### src/rtl/ah_cam_pkg.sv
// Shared definitions for the AH CAM write/snoop initiator.
//   lkp_state_e : lookup FSM states
//   *_DEF       : default entry width and CAM depth
//   credw_for() : smallest counter width that holds 0..depth
package ah_cam_pkg;

   localparam int DATAW_DEF    = 10;
   localparam int CAMDEPTH_DEF = 10;

   typedef enum logic [1:0] {
      IDLE  = 2'd0,
      ISSUE = 2'd1,
      WAIT  = 2'd2,
      RESP  = 2'd3
   } lkp_state_e;

   function automatic int credw_for(input int depth);
      return $clog2(depth + 1);
   endfunction

endpackage

### src/rtl/ah_sync_fifo.sv
// Synchronous valid/ready FIFO, DEPTH x WIDTH, no bypass.
//   clk, rst                       : clock, async active-high reset
//   in_valid/in_ready/in_data      : write side (in_ready = not full)
//   out_valid/out_ready/out_data   : read side (out_valid = not empty)
module ah_sync_fifo
   import ah_cam_pkg::*;
#(
   parameter int DEPTH = 4,
   parameter int WIDTH = DATAW_DEF
) (
   input  logic             clk,
   input  logic             rst,
   input  logic             in_valid,
   output logic             in_ready,
   input  logic [WIDTH-1:0] in_data,
   output logic             out_valid,
   input  logic             out_ready,
   output logic [WIDTH-1:0] out_data
);

   localparam int AW = $clog2(DEPTH);

   // Extra MSB distinguishes full from empty when the indices coincide.
   logic [AW:0]      wr_ptr;
   logic [AW:0]      rd_ptr;
   logic [WIDTH-1:0] mem [DEPTH];
   logic             push;
   logic             pop;
   logic             full;
   logic             empty;

   assign full      = (wr_ptr[AW] != rd_ptr[AW]) && (wr_ptr[AW-1:0] == rd_ptr[AW-1:0]);
   assign empty     = (wr_ptr == rd_ptr);
   assign in_ready  = !full;
   assign out_valid = !empty;
   assign out_data  = mem[rd_ptr[AW-1:0]];
   assign push      = in_valid && in_ready;
   assign pop       = out_valid && out_ready;

   always_ff @(posedge clk or posedge rst) begin
      if (rst) begin
         wr_ptr <= '0;
         rd_ptr <= '0;
      end else begin
         if (push) wr_ptr <= wr_ptr + 1'b1;
         if (pop)  rd_ptr <= rd_ptr + 1'b1;
      end
   end

   always_ff @(posedge clk) begin
      if (push) mem[wr_ptr[AW-1:0]] <= in_data;
   end

endmodule

### src/rtl/ah_cam_wr_initiator.sv
// Initiator for the AH CAM write and snoop ports.
//   req_*          : upstream insert requests, queued in ah_sync_fifo
//   cam_wr_*       : credit-controlled CAM writes, registered
//   lkp_* / rsp_*  : upstream lookup request / response
//   cam_snoop_*    : single-outstanding CAM snoop
//   credit_cnt     : write credits available
//   credit_err     : sticky, credit returned while already at CAMDEPTH
//
// Lookup FSM
//   state | meaning
//   IDLE  | lkp_ready high, waiting for a lookup
//   ISSUE | cam_snoop_valid high for one cycle with the latched key
//   WAIT  | counting down the remaining snoop latency
//   RESP  | match/data sampled, rsp_valid high for one cycle
module ah_cam_wr_initiator
   import ah_cam_pkg::*;
#(
   parameter int DATAW    = DATAW_DEF,
   parameter int CAMDEPTH = CAMDEPTH_DEF,
   parameter int CREDW    = credw_for(CAMDEPTH_DEF),
   parameter int QDEPTH   = 4,
   parameter int SNP_LAT  = 1
) (
   input  logic             clk,
   input  logic             rst,
   input  logic             req_valid,
   output logic             req_ready,
   input  logic [DATAW-1:0] req_data,
   output logic             cam_wr_valid,
   output logic [DATAW-1:0] cam_wr_data,
   input  logic             cam_wr_credit,
   input  logic             lkp_valid,
   output logic             lkp_ready,
   input  logic [DATAW-1:0] lkp_key,
   output logic             cam_snoop_valid,
   output logic [DATAW-1:0] cam_snoop_key,
   input  logic             cam_snoop_match,
   input  logic [DATAW-1:0] cam_snoop_data,
   output logic             rsp_valid,
   output logic             rsp_hit,
   output logic [DATAW-1:0] rsp_data,
   output logic [CREDW-1:0] credit_cnt,
   output logic             credit_err
);

   localparam logic [CREDW-1:0] CRED_MAX  = CREDW'(CAMDEPTH);
   localparam logic [1:0]       WAIT_INIT = 2'(SNP_LAT - 1);

   logic             fifo_valid;
   logic [DATAW-1:0] fifo_data;
   logic             credit_nz;
   logic             issue;

   assign credit_nz = (credit_cnt != '0);
   assign issue     = fifo_valid && credit_nz;

   ah_sync_fifo #(
      .DEPTH (QDEPTH),
      .WIDTH (DATAW)
   ) u_req_fifo (
      .clk       (clk),
      .rst       (rst),
      .in_valid  (req_valid),
      .in_ready  (req_ready),
      .in_data   (req_data),
      .out_valid (fifo_valid),
      .out_ready (credit_nz),
      .out_data  (fifo_data)
   );

   always_ff @(posedge clk or posedge rst) begin
      if (rst) begin
         cam_wr_valid <= 1'b0;
         cam_wr_data  <= '0;
      end else begin
         cam_wr_valid <= issue;
         if (issue) cam_wr_data <= fifo_data;
      end
   end

   // An issue and a return in the same cycle cancel out, even at CAMDEPTH.
   always_ff @(posedge clk or posedge rst) begin
      if (rst) begin
         credit_cnt <= CRED_MAX;
         credit_err <= 1'b0;
      end else begin
         case ({issue, cam_wr_credit})
            2'b10: credit_cnt <= credit_cnt - 1'b1;
            2'b01: begin
               if (credit_cnt == CRED_MAX) credit_err <= 1'b1;
               else                        credit_cnt <= credit_cnt + 1'b1;
            end
            default: ;
         endcase
      end
   end

   lkp_state_e       state;
   logic [DATAW-1:0] key_q;
   logic [1:0]       wait_cnt;

   always_ff @(posedge clk or posedge rst) begin
      if (rst) begin
         state    <= IDLE;
         key_q    <= '0;
         wait_cnt <= '0;
      end else begin
         case (state)
            IDLE: begin
               if (lkp_valid) begin
                  key_q <= lkp_key;
                  state <= ISSUE;
               end
            end
            ISSUE: begin
               if (SNP_LAT == 1) begin
                  state <= RESP;
               end else begin
                  state    <= WAIT;
                  wait_cnt <= WAIT_INIT;
               end
            end
            WAIT: begin
               if (wait_cnt == 2'd1) state    <= RESP;
               else                  wait_cnt <= wait_cnt - 1'b1;
            end
            RESP:    state <= IDLE;
            default: state <= IDLE;
         endcase
      end
   end

   // RESP is exactly ISSUE+SNP_LAT, so the response passes the CAM's
   // match/data straight through during that cycle.
   assign lkp_ready       = (state == IDLE);
   assign cam_snoop_valid = (state == ISSUE);
   assign cam_snoop_key   = key_q;
   assign rsp_valid       = (state == RESP);
   assign rsp_hit         = rsp_valid && cam_snoop_match;
   assign rsp_data        = rsp_hit ? cam_snoop_data : '0;

endmodule

### config.mk
export PLATFORM = sky130hd
export DESIGN_NAME = ah_cam_wr_initiator
export DESIGN_NICKNAME = d
export VERILOG_FILES = /design/src/rtl/ah_cam_pkg.sv /design/src/rtl/ah_sync_fifo.sv /design/src/rtl/ah_cam_wr_initiator.sv
export SDC_FILE = /design/constraint.sdc
export NUM_CORES = 1
export LEC_CHECK = 0
export CAP_MARGIN = 15
export CORE_UTILIZATION = 30
export DETAILED_ROUTE_END_ITERATION = 6
export PLACE_DENSITY = 0.57
export SKIP_LAST_GASP = 1
export SYNTH_ARGS = -nofsm -noshare
export SYNTH_HDL_FRONTEND = slang
export SYNTH_SLANG_ARGS = --single-unit
### constraint.sdc
create_clock -name clk -period 2.51 [get_ports clk]
set_clock_uncertainty 0.1 [all_clocks]
set_input_delay 0.3765 -clock clk [delete_from_list [all_inputs] [get_ports clk]]
set_output_delay 0.3765 -clock clk [all_outputs]
set_load 0.02 [all_outputs]
==> results.yml <==
floorplan:
  die_x_um: 106
  row_count: 37
  initial_core_util: 0.313
  coreArea_um2: 10400
  dieArea_um2: 11300
  io_pins: 77
  die_h_um: 106
logic_synthesis:
  synth_area_um2: 3260
  yosys.area.top_type_share: 0.368
  synth-seq-area-share: 0.645
  synth_top_area_cell: "edfxtp_1"
  synth-async-reset-ratio: 0.474
  synth_edf_count: 40
  syn_avg_cell_area_um2: 16.9
  postSynthCellCount: 193
  yosys.cell_types.count: 37
  synth_flop_cell: "edfxtp_1"
  synthesis.nets: 243
  synth_warnings: 0
  synth_area_leaders: "edfxtp_1, dfrtp_1, mux4_2"
  synth.ff_latch_count: 76
detailed_routing:
  drtIter0Drc: 82
  vias: 1923
  firstDrtPassIters: 5
  wl_per_cell_um: 14.8
  postRouteAntennaNets: 0
  via_per_inst: 4.52
  drt_wl_total_um: 6290
  drc: 0
sta:
  setup_viol: 0
  period_minus_slack_ns: 2.33
  worst_pin_slew_ns: 0.499
  rsz0062_at_grt: "no"
  slew_viol_final: 0
  fin_crit_sh: 0.929
  slew_headroom: 0.667
  hold_violations: 0
  tns_ns: 0
  max_freq_ghz: 0.429
global_route:
  grt.total_usage: 0.120
  overflow: 0
  grt_start_max_net_pins: 37
  grt_pass1_wl_um: 10200
  antenna_found_initial: 0
  grt_pass1_vias: 1945
critical_path:
  worst_ep_required_time_ns: 2.03
  r2r_setup_slack_ns: 0.19
  worst_setup_path_start_kind: "register"
  worst-setup-path-type: "reg2out"
  critPathCaptureType: "primary output"
  cp_max_fo: 12
  reg2reg_depth: 8
  timing.rr.end: "credit_cnt[3]"
  critPathArrivalTime_ns: 1.86
  endpoint: "rsp_data[1]"
  r2r-start: "credit_cnt[2]"
  crit_start: "state[0]"
finish:
  fin_nets: 334
  fin_util: 0.424
  antenna_cells: 0
  syn2layout_area_growth_pct: 35.3
  drive_gt1_frac: 0.208
cts:
  path_clk_slew_ns: 0.08
  post-cts-setup-buffer-count: 0
  clk_latency_ns: 0.34
  ctsRootBufferMaster: "clkbuf_8"
  cts_hold_buf: 0
  cts_tree: "yes"
  cts-buffers-inserted: 9
  clock-sinks: 76
  h-tree-depth: 3
  clockBufferDepth: 2
  cts_resized: 0
pwr:
  max-vdd-ir-drop_v: 0.000539
  power_density_nw_per_um2: 1290
  p_leak_nw: 1.71
placement:
  gp_congestion: 0.752
  io_buffers: 76
  hpwl_um: 4350
worst_hold_path:
  holdCritPathClass: "in2async"
job:
  max_cap_violations: 0
outcome:
  outcome: "completed"
## cells in the final DEF (no fill, tap or decap), types with 3 or more instances in the layout
cell type and instances:
clkdlybuf4s50_1 76, o21ai_0 3, mux2_2 14, mux2_1 7, xor2_1 6, buf_4 9, clkinvlp_4 4, ha_1 12
and3_1 10, xnor2_1 3, and2_1 5, edfxtp_1 40, dfrtp_1 34, inv_1 9, clkbuf_8 9, mux4_2 10
nand2_1 7
## power breakdown
part           switching [mW]  leakage (nW)  internal, mW
sequential              0.254         0.785          1.81
clock                   0.458        0.0755         0.365
combinational            1.36         0.845          1.43
## flip-flops by register name, summed over array words and instances (netlist names)
signal	count
cam_snoop_key	10
u_req_fifo.mem	40
u_req_fifo.rd_ptr	3
cam_wr_valid	1
wait_cnt	2
state	2
credit_err	1
u_req_fifo.wr_ptr	3
credit_cnt	4
cam_wr_data	10
## final cells by class
cell class	instances	area, um2
multi-input cells	103	1100
repair buffers	85	828
fillers	981	6000
clock buffers	10	128
inverters	9	33.8
clock inverters	6	47.5
well taps	136	170
flip-flops and latches	76	2100
## logic make-up after synthesis
kind of cell	after synthesis	synth area share
flip-flops	76	0.645
adder cells (fa/ha/maj)	14	0.0560
buffers and inverters	14	0.0176
multiplexers	34	0.154
AND/OR/NAND/NOR	28	0.0506
AO/OA/AOI/OAI	16	0.0426
XOR/XNOR	11	0.0341
## worst min-delay path by stage
stage                start               end  slack [ns]
6_report               rst  cam_snoop_key[5]        0.37
5_1_grt                rst  cam_snoop_key[5]        0.41
4_1_cts                rst  cam_snoop_key[5]        0.39
3_5_place_dp   wait_cnt[0]       wait_cnt[0]        0.37
3_3_place_gp   wait_cnt[0]       wait_cnt[0]        0.37
2_1_floorplan  wait_cnt[0]       wait_cnt[0]        0.35
## layer usage
layer | share of wire | vias up | track usage | wire (um)
met5 | 0 | - | 0 | 0
met4 | 0.0078 | 0 | 0.0298 | 49
met3 | 0.072 | 6 | 0.0454 | 456
met2 | 0.49 | 67 | 0.202 | 3080
met1 | 0.43 | 954 | 0.144 | 2710
li1 | - | 896 | - | -
## synth_stat cells, types with 2 or more instances
cell / count
and2_1: 5
xor2_1: 6
o21ai_0: 3
ha_1: 13
dfstp_2: 2
inv_1: 9
and3_1: 10
xnor2_2: 2
xnor2_1: 3
edfxtp_1: 40
dfrtp_1: 34
mux2_2: 14
mux2_1: 7
a211oi_1: 2
mux2_4: 2
clkbuf_1: 3
a21o_1: 2
mux4_2: 10
nand2_1: 7
a21oi_1: 2
## worst max-delay path: stages, from the launching register on
cell             delay (ns)
dfrtp_1                0.44
ha_2                   0.30
and3_1                 0.17
clkdlybuf4s50_1        0.61
## through the flow
stage          instance area [um2]  std cells  worst slack [ns]  hold slack, ns  total power [mW]
2_1_floorplan                 3260        193             0.157           0.348              3.89
3_3_place_gp                  4240        409             0.243           0.366              4.88
3_5_place_dp                  4240        409             0.228           0.372              4.93
4_1_cts                       4410        425            0.0789           0.386              5.78
5_1_grt                       4410        425            0.0370           0.410              6.08
6_report                      4410        425             0.178           0.367              5.69
Power figures use the tool's default switching activity.
